==> config.mk <==
export PLATFORM = sky130hd
export DESIGN_NAME = ad9837_sweep_seq_flat
export DESIGN_NICKNAME = d
export VERILOG_FILES = /design/src/rtl/ad9837_sweep_seq_if.sv /design/src/rtl/ad9837_sweep_seq.sv /design/src/flat_wrapper.sv
export SDC_FILE = /design/constraint.sdc
export NUM_CORES = 1
export LEC_CHECK = 0
export CAP_MARGIN = 15
export CORE_AREA = 2 2 137 139
export CTS_CLUSTER_DIAMETER = 120
export DETAILED_ROUTE_END_ITERATION = 8
export DIE_AREA = 0 0 139 141
export GPL_TIMING_DRIVEN = 0
export PLACE_DENSITY = 0.82
export SLEW_MARGIN = 0
export SYNTH_ARGS = -nofsm -noshare
export SYNTH_HDL_FRONTEND = slang
export SYNTH_SLANG_ARGS = --single-unit
export TNS_END_PERCENT = 5
==> constraint.sdc <==
create_clock -name clk -period 4.2 [get_ports clk]
set_input_delay 0.42 -clock clk [delete_from_list [all_inputs] [get_ports clk]]
set_output_delay 0.42 -clock clk [all_outputs]
set_load 0.02 [all_outputs]
==> src/rtl/ad9837_sweep_seq_if.sv <==
// rtl/ad9837_sweep_seq_if.sv - frequency-write handshake between the sweep sequencer and the AD9837 SPI controller.
interface ad9837_sweep_seq_if;
  logic [27:0] FCODE;
  logic        fwrq;
  logic        fws;
  logic        fsel;
  logic        busy;

  modport master (output FCODE, output fwrq, output fws, output fsel, input busy);
  modport slave  (input FCODE, input fwrq, input fws, input fsel, output busy);
endinterface

==> src/rtl/ad9837_sweep_seq.sv <==
// rtl/ad9837_sweep_seq.sv - AD9837 stepped frequency sweep sequencer.
// Define AD9837_SWEEP_PINGPONG_EN to alternate writes between FREQ0/FREQ1 and swap fsel after each write.
module ad9837_sweep_seq #(
  parameter int WR_TIMEOUT = 64,
  parameter int DWELL_W    = 24
) (
  input  logic               clk,
  input  logic               reset,
  input  logic               start,
  input  logic               abort,
  input  logic [27:0]        f_start,
  input  logic [27:0]        f_step,
  input  logic [15:0]        n_steps,
  input  logic [DWELL_W-1:0] dwell,
  ad9837_sweep_seq_if.master ctl,
  output logic               active,
  output logic               done,
  output logic               err,
  output logic [15:0]        step_idx
);

  localparam int TO_W = $clog2(WR_TIMEOUT + 1);
  localparam logic [TO_W-1:0]    WR_LAST = TO_W'(WR_TIMEOUT - 1);
  localparam logic [TO_W-1:0]    TO_ONE  = 1;
  localparam logic [DWELL_W-1:0] DW_ONE  = 1;

  typedef enum logic [2:0] {IDLE, LOAD, WRQ, WAIT_DONE, SWAP, DWELL, FINISH} state_t;

  state_t state, state_nxt;

  logic [27:0]        f_start_q, f_step_q, fcode_q;
  logic [15:0]        n_steps_q, step_q;
  logic [DWELL_W-1:0] dwell_q, dwell_cnt;
  logic [TO_W-1:0]    wr_cnt;
  logic               err_q, abort_pend;
  logic               accept, do_load, do_step, set_err, latch_abort, dwell_exp;

  // dwell=0 still spends one cycle in DWELL
  assign dwell_exp = (dwell_q == '0) || (dwell_cnt == dwell_q - DW_ONE);

  always_ff @(posedge clk or negedge reset) begin
    if (!reset) state <= IDLE;
    else        state <= state_nxt;
  end

  always_comb begin
    state_nxt   = state;
    accept      = 1'b0;
    do_load     = 1'b0;
    do_step     = 1'b0;
    set_err     = 1'b0;
    latch_abort = 1'b0;
    case (state)
      IDLE: begin
        if (start && !abort) begin
          accept    = 1'b1;
          state_nxt = LOAD;
        end
      end
      LOAD: begin
        do_load   = 1'b1;
        state_nxt = abort ? IDLE : WRQ;
      end
      WRQ: begin
        // once busy is up the frame must complete, so abort is only remembered
        if (ctl.busy) begin
          latch_abort = abort;
          state_nxt   = WAIT_DONE;
        end else if (abort) begin
          state_nxt = IDLE;
        end else if (wr_cnt == WR_LAST) begin
          set_err   = 1'b1;
          state_nxt = IDLE;
        end
      end
      WAIT_DONE: begin
        latch_abort = abort;
        if (!ctl.busy) state_nxt = (abort_pend || abort) ? IDLE : SWAP;
      end
      SWAP: state_nxt = abort ? IDLE : DWELL;
      DWELL: begin
        if (abort) begin
          state_nxt = IDLE;
        end else if (dwell_exp) begin
          if (step_q == n_steps_q) begin
            state_nxt = FINISH;
          end else begin
            do_step   = 1'b1;
            state_nxt = WRQ;
          end
        end
      end
      FINISH:  state_nxt = IDLE;
      default: state_nxt = IDLE;
    endcase
  end

  always_ff @(posedge clk or negedge reset) begin
    if (!reset) begin
      f_start_q  <= '0;
      f_step_q   <= '0;
      n_steps_q  <= '0;
      dwell_q    <= '0;
      fcode_q    <= '0;
      step_q     <= '0;
      err_q      <= 1'b0;
      abort_pend <= 1'b0;
      wr_cnt     <= '0;
      dwell_cnt  <= '0;
    end else begin
      if (accept) begin
        f_start_q <= f_start;
        f_step_q  <= f_step;
        n_steps_q <= n_steps;
        dwell_q   <= dwell;
      end
      if (do_load) begin
        fcode_q    <= f_start_q;
        step_q     <= '0;
        err_q      <= 1'b0;
        abort_pend <= 1'b0;
      end
      if (do_step) begin
        fcode_q <= fcode_q + f_step_q;
        step_q  <= step_q + 16'd1;
      end
      if (set_err)     err_q      <= 1'b1;
      if (latch_abort) abort_pend <= 1'b1;
      wr_cnt    <= (state == WRQ)   ? wr_cnt + TO_ONE    : '0;
      dwell_cnt <= (state == DWELL) ? dwell_cnt + DW_ONE : '0;
    end
  end

`ifdef AD9837_SWEEP_PINGPONG_EN
  logic fws_q, fsel_q;

  // each write lands in the register not currently driving the output
  always_ff @(posedge clk or negedge reset) begin
    if (!reset) begin
      fws_q  <= 1'b0;
      fsel_q <= 1'b0;
    end else begin
      if (do_load || do_step) fws_q  <= ~fsel_q;
      if (state == SWAP)      fsel_q <= fws_q;
    end
  end

  assign ctl.fws  = fws_q;
  assign ctl.fsel = fsel_q;
`else
  assign ctl.fws  = 1'b0;
  assign ctl.fsel = 1'b0;
`endif

  assign ctl.FCODE = fcode_q;
  assign ctl.fwrq  = (state == WRQ);
  assign active    = (state != IDLE);
  assign done      = (state == FINISH);
  assign err       = err_q;
  assign step_idx  = step_q;

endmodule

==> src/flat_wrapper.sv <==
// flat-port wrapper written by rule: the top's interface ports become plain ports
module ad9837_sweep_seq_flat 
#(
  parameter int WR_TIMEOUT = 64,
  parameter int DWELL_W    = 24
)
  (clk, reset, start, abort, f_start, f_step, n_steps, dwell, active, done, err, step_idx, ctl_FCODE, ctl_fwrq, ctl_fws, ctl_fsel, ctl_busy);
  ad9837_sweep_seq_if ctl_i ();
  input  logic clk;
  input  logic reset;
  input  logic start;
  input  logic abort;
  input  logic [27:0] f_start;
  input  logic [27:0] f_step;
  input  logic [15:0] n_steps;
  input  logic [DWELL_W-1:0] dwell;
  output logic active;
  output logic done;
  output logic err;
  output logic [15:0] step_idx;
  output wire logic [$bits(ctl_i.FCODE)-1:0] ctl_FCODE;
  output wire logic [$bits(ctl_i.fwrq)-1:0] ctl_fwrq;
  output wire logic [$bits(ctl_i.fws)-1:0] ctl_fws;
  output wire logic [$bits(ctl_i.fsel)-1:0] ctl_fsel;
  input wire logic [$bits(ctl_i.busy)-1:0] ctl_busy;
  assign ctl_FCODE = ctl_i.FCODE;
  assign ctl_fwrq = ctl_i.fwrq;
  assign ctl_fws = ctl_i.fws;
  assign ctl_fsel = ctl_i.fsel;
  assign ctl_i.busy = ctl_busy;
  ad9837_sweep_seq #(.WR_TIMEOUT(WR_TIMEOUT), .DWELL_W(DWELL_W)) u_core (.clk(clk), .reset(reset), .start(start), .abort(abort), .f_start(f_start), .f_step(f_step), .n_steps(n_steps), .dwell(dwell), .ctl(ctl_i), .active(active), .done(done), .err(err), .step_idx(step_idx));
endmodule
Word level (Yosys, flattened, before mapping)
Index checks and enable logic that the tools add are counted.
Word-level totals
  output and inout bits: 50
  logic and storage cells: 74
  input bits: 101
  register bits after elaboration: 176
Cells by class
  muxes and demuxes: 34
  eq/ne operators: 13
  $add $sub $neg: 5
  reductions and logical operators: 11
Operators by type and width (number)
  $mux 28: 2
  $mux 16: 2
  $mux 3: 10
  $add 28x28->28: 1
  $add 24x1->24 const B: 1
  $eq 24x24->1: 1
  $logic_not 24->1: 1
  $mux 24: 1
  $sub 24x1->24 const B: 1
  $pmux 3 s6: 1
  $add 16x1->16 const B: 1
  $eq 16x16->1: 1
  $mux 1: 15
  $eq 3x3->1 const B: 3
  $add 7x1->7 const B: 1
  $eq 7x6->1 const B: 1
  $mux 7: 1
  $eq 3x2->1 const B: 2
  $reduce_bool 2->1: 3
  $ne 4x2->1 const B: 1
  $reduce_and 4->1: 1
  $eq 3x1->1 const B: 1
  $logic_not 3->1: 1
  $ne 3x2->1 const B: 1
  8 further kinds: 9

Depth between registers and ports, before layout
  depth in word-level cells: 7
  gate-level depth with buffers: 12
  depth with buffers taken out: 12

Worst setup path after synthesis
OpenSTA, ideal clock, no wires.
  path type: register to register
  start point: register u_core.dwell_q[13]
  end point: register u_core.step_q[15] (netlist: u_core.step_idx[15])
  clock period less this slack: 3.805 ns
  library setup time: 0.080 ns
  data required time: 4.120 ns
  data arrival time: 3.725 ns
  path slack: 0.395 ns
  path buffers: 2
  stages on the path, launching flop included: 12
  cell sequence: dfrtp_1 or4_1 clkbuf_1 or3_1 clkbuf_1 or4_1 xnor2_1 or3_1 o41ai_4 nand2_2 nor4_2 mux2i_1
Between the ends
  word-level cells in the longest chain between the ends: 7
  elaborated cells on any way between the ends: 9
  classes of those cells: 1 x add/sub; 1 x eq/ne; 4 x mux; 3 x reduce/logical
RTL lines
  start, declared: line ad9837_sweep_seq.sv:33  | logic [DWELL_W-1:0] dwell_q, dwell_cnt;
  start signal, assigned: line ad9837_sweep_seq.sv:115  | dwell_q <= dwell;
  $sub 24x1->24: line ad9837_sweep_seq.sv:39  | assign dwell_exp = (dwell_q == '0) || (dwell_cnt == dwell_q - DW_ONE);
  $eq 24x24->1: line ad9837_sweep_seq.sv:39
  $logic_or 1x1->1 *: line ad9837_sweep_seq.sv:39
  $mux 1 *: line ad9837_sweep_seq.sv:84  | end else if (dwell_exp) begin
  $mux 1 *: line ad9837_sweep_seq.sv:82  | if (abort) begin
  $mux 1 *: line ad9837_sweep_seq.sv:53  | case (state)
  $mux 16 / $reduce_bool 2->1 (equally long branches)
  end signal, assigned: line ad9837_sweep_seq.sv:125  | step_q <= step_q + 16'd1;
  end, declared: line ad9837_sweep_seq.sv:32  | logic [15:0] n_steps_q, step_q;
Every way passes the cells marked *; elsewhere a longest branch is shown, timed or not.
A chain may end at the register's enable or synchronous reset.

Worst setup path after layout
  start point: register u_core.dwell_q[13]
  end point: register u_core.fcode_q[10] (netlist: u_core.ctl.FCODE[10])
Between the ends
  word-level cells in the longest chain between the ends: 7
  elaborated cells on any way between the ends: 9
  classes of those cells: 1 x add/sub; 1 x eq/ne; 4 x mux; 3 x reduce/logical
RTL lines
  $sub 24x1->24: line ad9837_sweep_seq.sv:39
  $eq 24x24->1: line ad9837_sweep_seq.sv:39
  $logic_or 1x1->1 *: line ad9837_sweep_seq.sv:39
  $mux 1 *: line ad9837_sweep_seq.sv:84
  $mux 1 *: line ad9837_sweep_seq.sv:82
  $mux 1 *: line ad9837_sweep_seq.sv:53
  $mux 28 / $reduce_bool 2->1 (equally long branches)
  end signal, assigned: line ad9837_sweep_seq.sv:118  | fcode_q <= f_start_q;
  end signal, assigned: line ad9837_sweep_seq.sv:124  | fcode_q <= fcode_q + f_step_q;
  end, declared: line ad9837_sweep_seq.sv:31  | logic [27:0] f_start_q, f_step_q, fcode_q;
Marked as above.

==> reports/summary.json <==
{
  "outcome": {"value": "complete, no violations"},
  "die-width": {"value": 139, "unit": "um"},
  "number_of_max_cap_violations": {"value": 0},
  "timing.final.hold_violations": {"value": 0},
  "timing.clock.skew": {"value": 0.01415, "unit": "ns"},
  "worst_ep_arrival_time": {"value": 4.33, "unit": "ns"},
  "fin_hold_ws": {"value": 0.4611, "unit": "ns"},
  "synth.avg_cell_area": {"value": 10.11, "unit": "um2"},
  "postRouteAntennaNets": {"value": 0},
  "hold_path_class": {"value": "primary input to flip-flop"},
  "post_synth_and_or_nand_nor_area_fraction": {"value": 16.20, "unit": "%"},
  "synth_largest_area_cell": {"value": "sky130_fd_sc_hd__dfrtp_1"},
  "crit_required": {"value": 4.50, "unit": "ns"},
  "synth.yosys.warnings": {"value": 0},
  "drt-total-wl": {"value": 24650, "unit": "um"},
  "core": {"value": 18270, "unit": "um2"},
  "endpoint_class_of_the_critical_path": {"value": "flip-flop"},
  "clkTransAtPathRegs": {"value": 0.07, "unit": "ns"},
  "detail_route.vias_per_cell": {"value": 5.762},
  "setup_violations": {"value": 0},
  "grt_pass1_wl": {"value": 39740, "unit": "um"},
  "initial_utilization": {"value": 53.96, "unit": "%"},
  "grtUsageTotal": {"value": 25.35, "unit": "%"},
  "seq_cells_post_synth": {"value": 176},
  "clock_tree.buffer_depth": {"value": 2},
  "die-height": {"value": 141, "unit": "um"},
  "rsz0062_at_grt": {"value": "yes"},
  "grt_start_max_net_pins": {"value": 113},
  "fin_area": {"value": 12320, "unit": "um2"},
  "insertedDiodeCount": {"value": 0},
  "cts_htree_levels": {"value": 4},
  "final-max-slew-violation-count": {"value": 0},
  "cts.sinks": {"value": 176},
  "final_net_count": {"value": 1280},
  "vdd_drop_max": {"value": 0.4519, "unit": "mV"},
  "netlist_area": {"value": 9857, "unit": "um2"},
  "gpl.final_weighted_congestion": {"value": 0.8894},
  "die_area": {"value": 19600, "unit": "um2"},
  "post-route-drc-count": {"value": 0},
  "power.leakage": {"value": 0.005139, "unit": "uW"},
  "syn_inst": {"value": 975},
  "root_buffer": {"value": "sky130_fd_sc_hd__clkbuf_16"},
  "synthTopCellsByArea": {"value": "sky130_fd_sc_hd__dfrtp_1 (45%), sky130_fd_sc_hd__mux2_2 (11%), sky130_fd_sc_hd__xor2_1 (4.6%), sky130_fd_sc_hd__ha_1 (4.1%), sky130_fd_sc_hd__nand2_1 (3.4%)"},
  "grt_pass1_vias": {"value": 8159},
  "vias": {"value": 8027},
  "fraction_of_the_mapped_netlist_area_in_adder_cells": {"value": 4.265, "unit": "%"},
  "count_of_unique_library_cells_instantiated_by_yosys": {"value": 64},
  "path_max_fanout": {"value": 10},
  "yosys_most_used_dff": {"value": "sky130_fd_sc_hd__dfrtp_1"},
  "globalRoute.totalOverflow": {"value": 0},
  "netlist.area_leader.share": {"value": 44.68, "unit": "%"},
  "final_period_minus_worst_setup_slack": {"value": 4.035, "unit": "ns"},
  "cts_tree": {"value": "yes"},
  "synthXorXnorAreaFrac": {"value": 7.908, "unit": "%"},
  "startpoint_type": {"value": "flip-flop"},
  "place.detailed.hpwl": {"value": 18140, "unit": "um"},
  "p_per_area": {"value": 700.0, "unit": "nW/um2"},
  "ys_async_sr_fraction": {"value": 100.0, "unit": "%"},
  "cts_buffers": {"value": 17},
  "top_level_ports": {"value": 151},
  "synth-compound-area-share": {"value": 11.91, "unit": "%"},
  "worst_slew_pin_slew": {"value": 0.7973, "unit": "ns"},
  "final_min_period_over_clock_period": {"value": 96.06, "unit": "%"},
  "placement.cell_area": {"value": 11660, "unit": "um2"},
  "synth_enable_flop_cells": {"value": 0},
  "area_growth": {"value": 24.97, "unit": "%"},
  "number_of_antenna_violations_at_the_first_check_in_global_routing": {"value": 1},
  "power.total": {"value": 8623, "unit": "uW"},
  "max_clock_freq": {"value": 247.9, "unit": "MHz"},
  "clk_latency": {"value": 0.44, "unit": "ns"},
  "synth_top_family_by_area": {"value": "simple AND/OR/NAND/NOR gates"},
  "placement.io_buffers": {"value": 147},
  "post_route_cells_drive_above_1_share": {"value": 13.98, "unit": "%"},
  "drt_pre_antenna_iters": {"value": 5},
  "finalSetupTns": {"value": 0, "unit": "ns"},
  "yosysSeqAreaShare": {"value": 44.68, "unit": "%"},
  "slew_headroom": {"value": 46.85, "unit": "%"},
  "timing.setup.critical_path_class": {"value": "flip-flop to flip-flop"},
  "wire_per_inst": {"value": 17.69, "unit": "um"},
  "synth_mux_area_share": {"value": 12.30, "unit": "%"},
  "drtIter0Drc": {"value": 480},
  "rows": {"value": 50}
}
==> per-layer routing <==
metal | vias to the layer above | wire [um] | part of all wire [%] | GRT usage (%)
li1 | 3854 | - | - | -
met1 | 3910 | 10450 | 42 | 31.13
met2 | 223 | 12350 | 50 | 43.92
met3 | 38 | 1341 | 5.4 | 6.454
met4 | 2 | 493 | 2.0 | 8.453
met5 | - | 13 | 0.053 | 0
==> path summary, 6_finish.rpt <==
check                                    start              endpoint  slack [ns]  cells after the start
setup / recovery            u_core.dwell_q[13]  u_core.ctl.FCODE[10]        0.17                     12
hold / removal                           abort       u_core.state[2]        0.46                      2
min in group asynchronous                reset     u_core.dwell_q[6]        0.51                      2
max in group asynchronous                reset  u_core.ctl.FCODE[21]        2.80                      3
setup reg to reg            u_core.dwell_q[13]  u_core.ctl.FCODE[10]        0.17                     12
hold reg to reg            u_core.f_start_q[1]   u_core.ctl.FCODE[1]        0.49                      2
==> where the power goes <==
part,switching (uW),internal (uW)
combinational,2220,1960
sequential,531,2320
clock,735,854
==> worst max-delay path, stage by stage, from the launching register on <==
cell and delay [ns]:
sky130_fd_sc_hd__dfrtp_1 0.46, sky130_fd_sc_hd__or4_1 0.53, sky130_fd_sc_hd__clkbuf_1 0.17, sky130_fd_sc_hd__or3_4 0.45
sky130_fd_sc_hd__or4_1 0.53, sky130_fd_sc_hd__xnor2_1 0.16, sky130_fd_sc_hd__or3_1 0.42, sky130_fd_sc_hd__o41ai_4 0.32
sky130_fd_sc_hd__buf_4 0.20, sky130_fd_sc_hd__nand2_4 0.12, sky130_fd_sc_hd__buf_4 0.26, sky130_fd_sc_hd__a21oi_1 0.19
sky130_fd_sc_hd__a21oi_1 0.08
==> cell usage after synthesis (25+ instances only) <==
master	number
sky130_fd_sc_hd__dfrtp_1	176
sky130_fd_sc_hd__mux2_2	97
sky130_fd_sc_hd__nand2_1	89
sky130_fd_sc_hd__nor2_1	66
sky130_fd_sc_hd__xor2_1	52
sky130_fd_sc_hd__a21oi_1	44
sky130_fd_sc_hd__o21ai_0	43
sky130_fd_sc_hd__xnor2_1	37
sky130_fd_sc_hd__nand3_1	33
sky130_fd_sc_hd__clkbuf_1	32
sky130_fd_sc_hd__ha_1	32
sky130_fd_sc_hd__inv_1	25
==> kinds of logic after synthesis <==
kind of cell | after synthesis
multiplexers | 109
AO/OA/AOI/OAI | 182
XOR/XNOR | 89
buffers and inverters | 68
adder cells (fa/ha/maj) | 33
flip-flops | 176
AND/OR/NAND/NOR | 317
other | 1
==> sequential cells by signal, indices dropped and copies added, names as in the netlist <==
signal             count
u_core.wr_cnt          7
u_core.dwell_cnt      24
u_core.dwell_q        24
u_core.ctl.FCODE      28
u_core.f_start_q      28
u_core.err             1
u_core.step_idx       16
u_core.abort_pend      1
u_core.n_steps_q      16
u_core.state           3
u_core.f_step_q       28
==> area by class of cell <==
class | instances | area [um2]
fillers | 1416 | 5949
multi-input cells | 732 | 5218
flip-flops and latches | 176 | 4404
repair buffers | 152 | 1536
clock buffers | 18 | 439.2
well taps | 234 | 292.8
plain buffers | 42 | 180.2
clock inverters | 14 | 153.9
inverters | 25 | 93.84
==> layout by cell type, fill, tap and decap left out, drive strengths merged, types with 6 or more instances in the layout <==
master,synthesis,final
nor4,22,22
nor2,66,66
nand2,90,90
mux2,97,97
clkdlybuf4s50,0,146
nor3,14,14
or2,6,6
a31oi,13,13
buf,11,18
xnor2,37,37
a21o,14,14
mux2i,12,12
o31ai,6,6
dfrtp,176,176
or4,9,9
nand4,12,12
inv,25,29
clkinv,0,7
nor3b,8,8
o21a,9,9
or3,19,19
clkbuf,32,47
o21ai,44,44
ha,32,32
and3,11,11
nand2b,11,11
o211ai,17,17
a21oi,44,44
nand3,33,33
a211oi,7,7
xor2,52,52
==> timing repair <==
action                                  in CTS  in global routing
hold buffers                                 1                  0
pin swaps                                    1                  0
endpoints found under the setup margin      43                 41
setup buffers                                3                  0
gates resized for setup                      8                  8
endpoints found under the hold margin       64                  0
==> stage by stage <==
step	util [%]	cells	setup slack, ns
final	67.43	1393	0.1655
after global routing	67.43	1393	-0.01380
after CTS	67.35	1394	0.01203
after detailed placement	63.82	1358	-0.2757
after global placement	63.64	1357	-4.527
after floorplan	-	976	0.3951
Note: power is estimated with default switching activity, not from simulation.
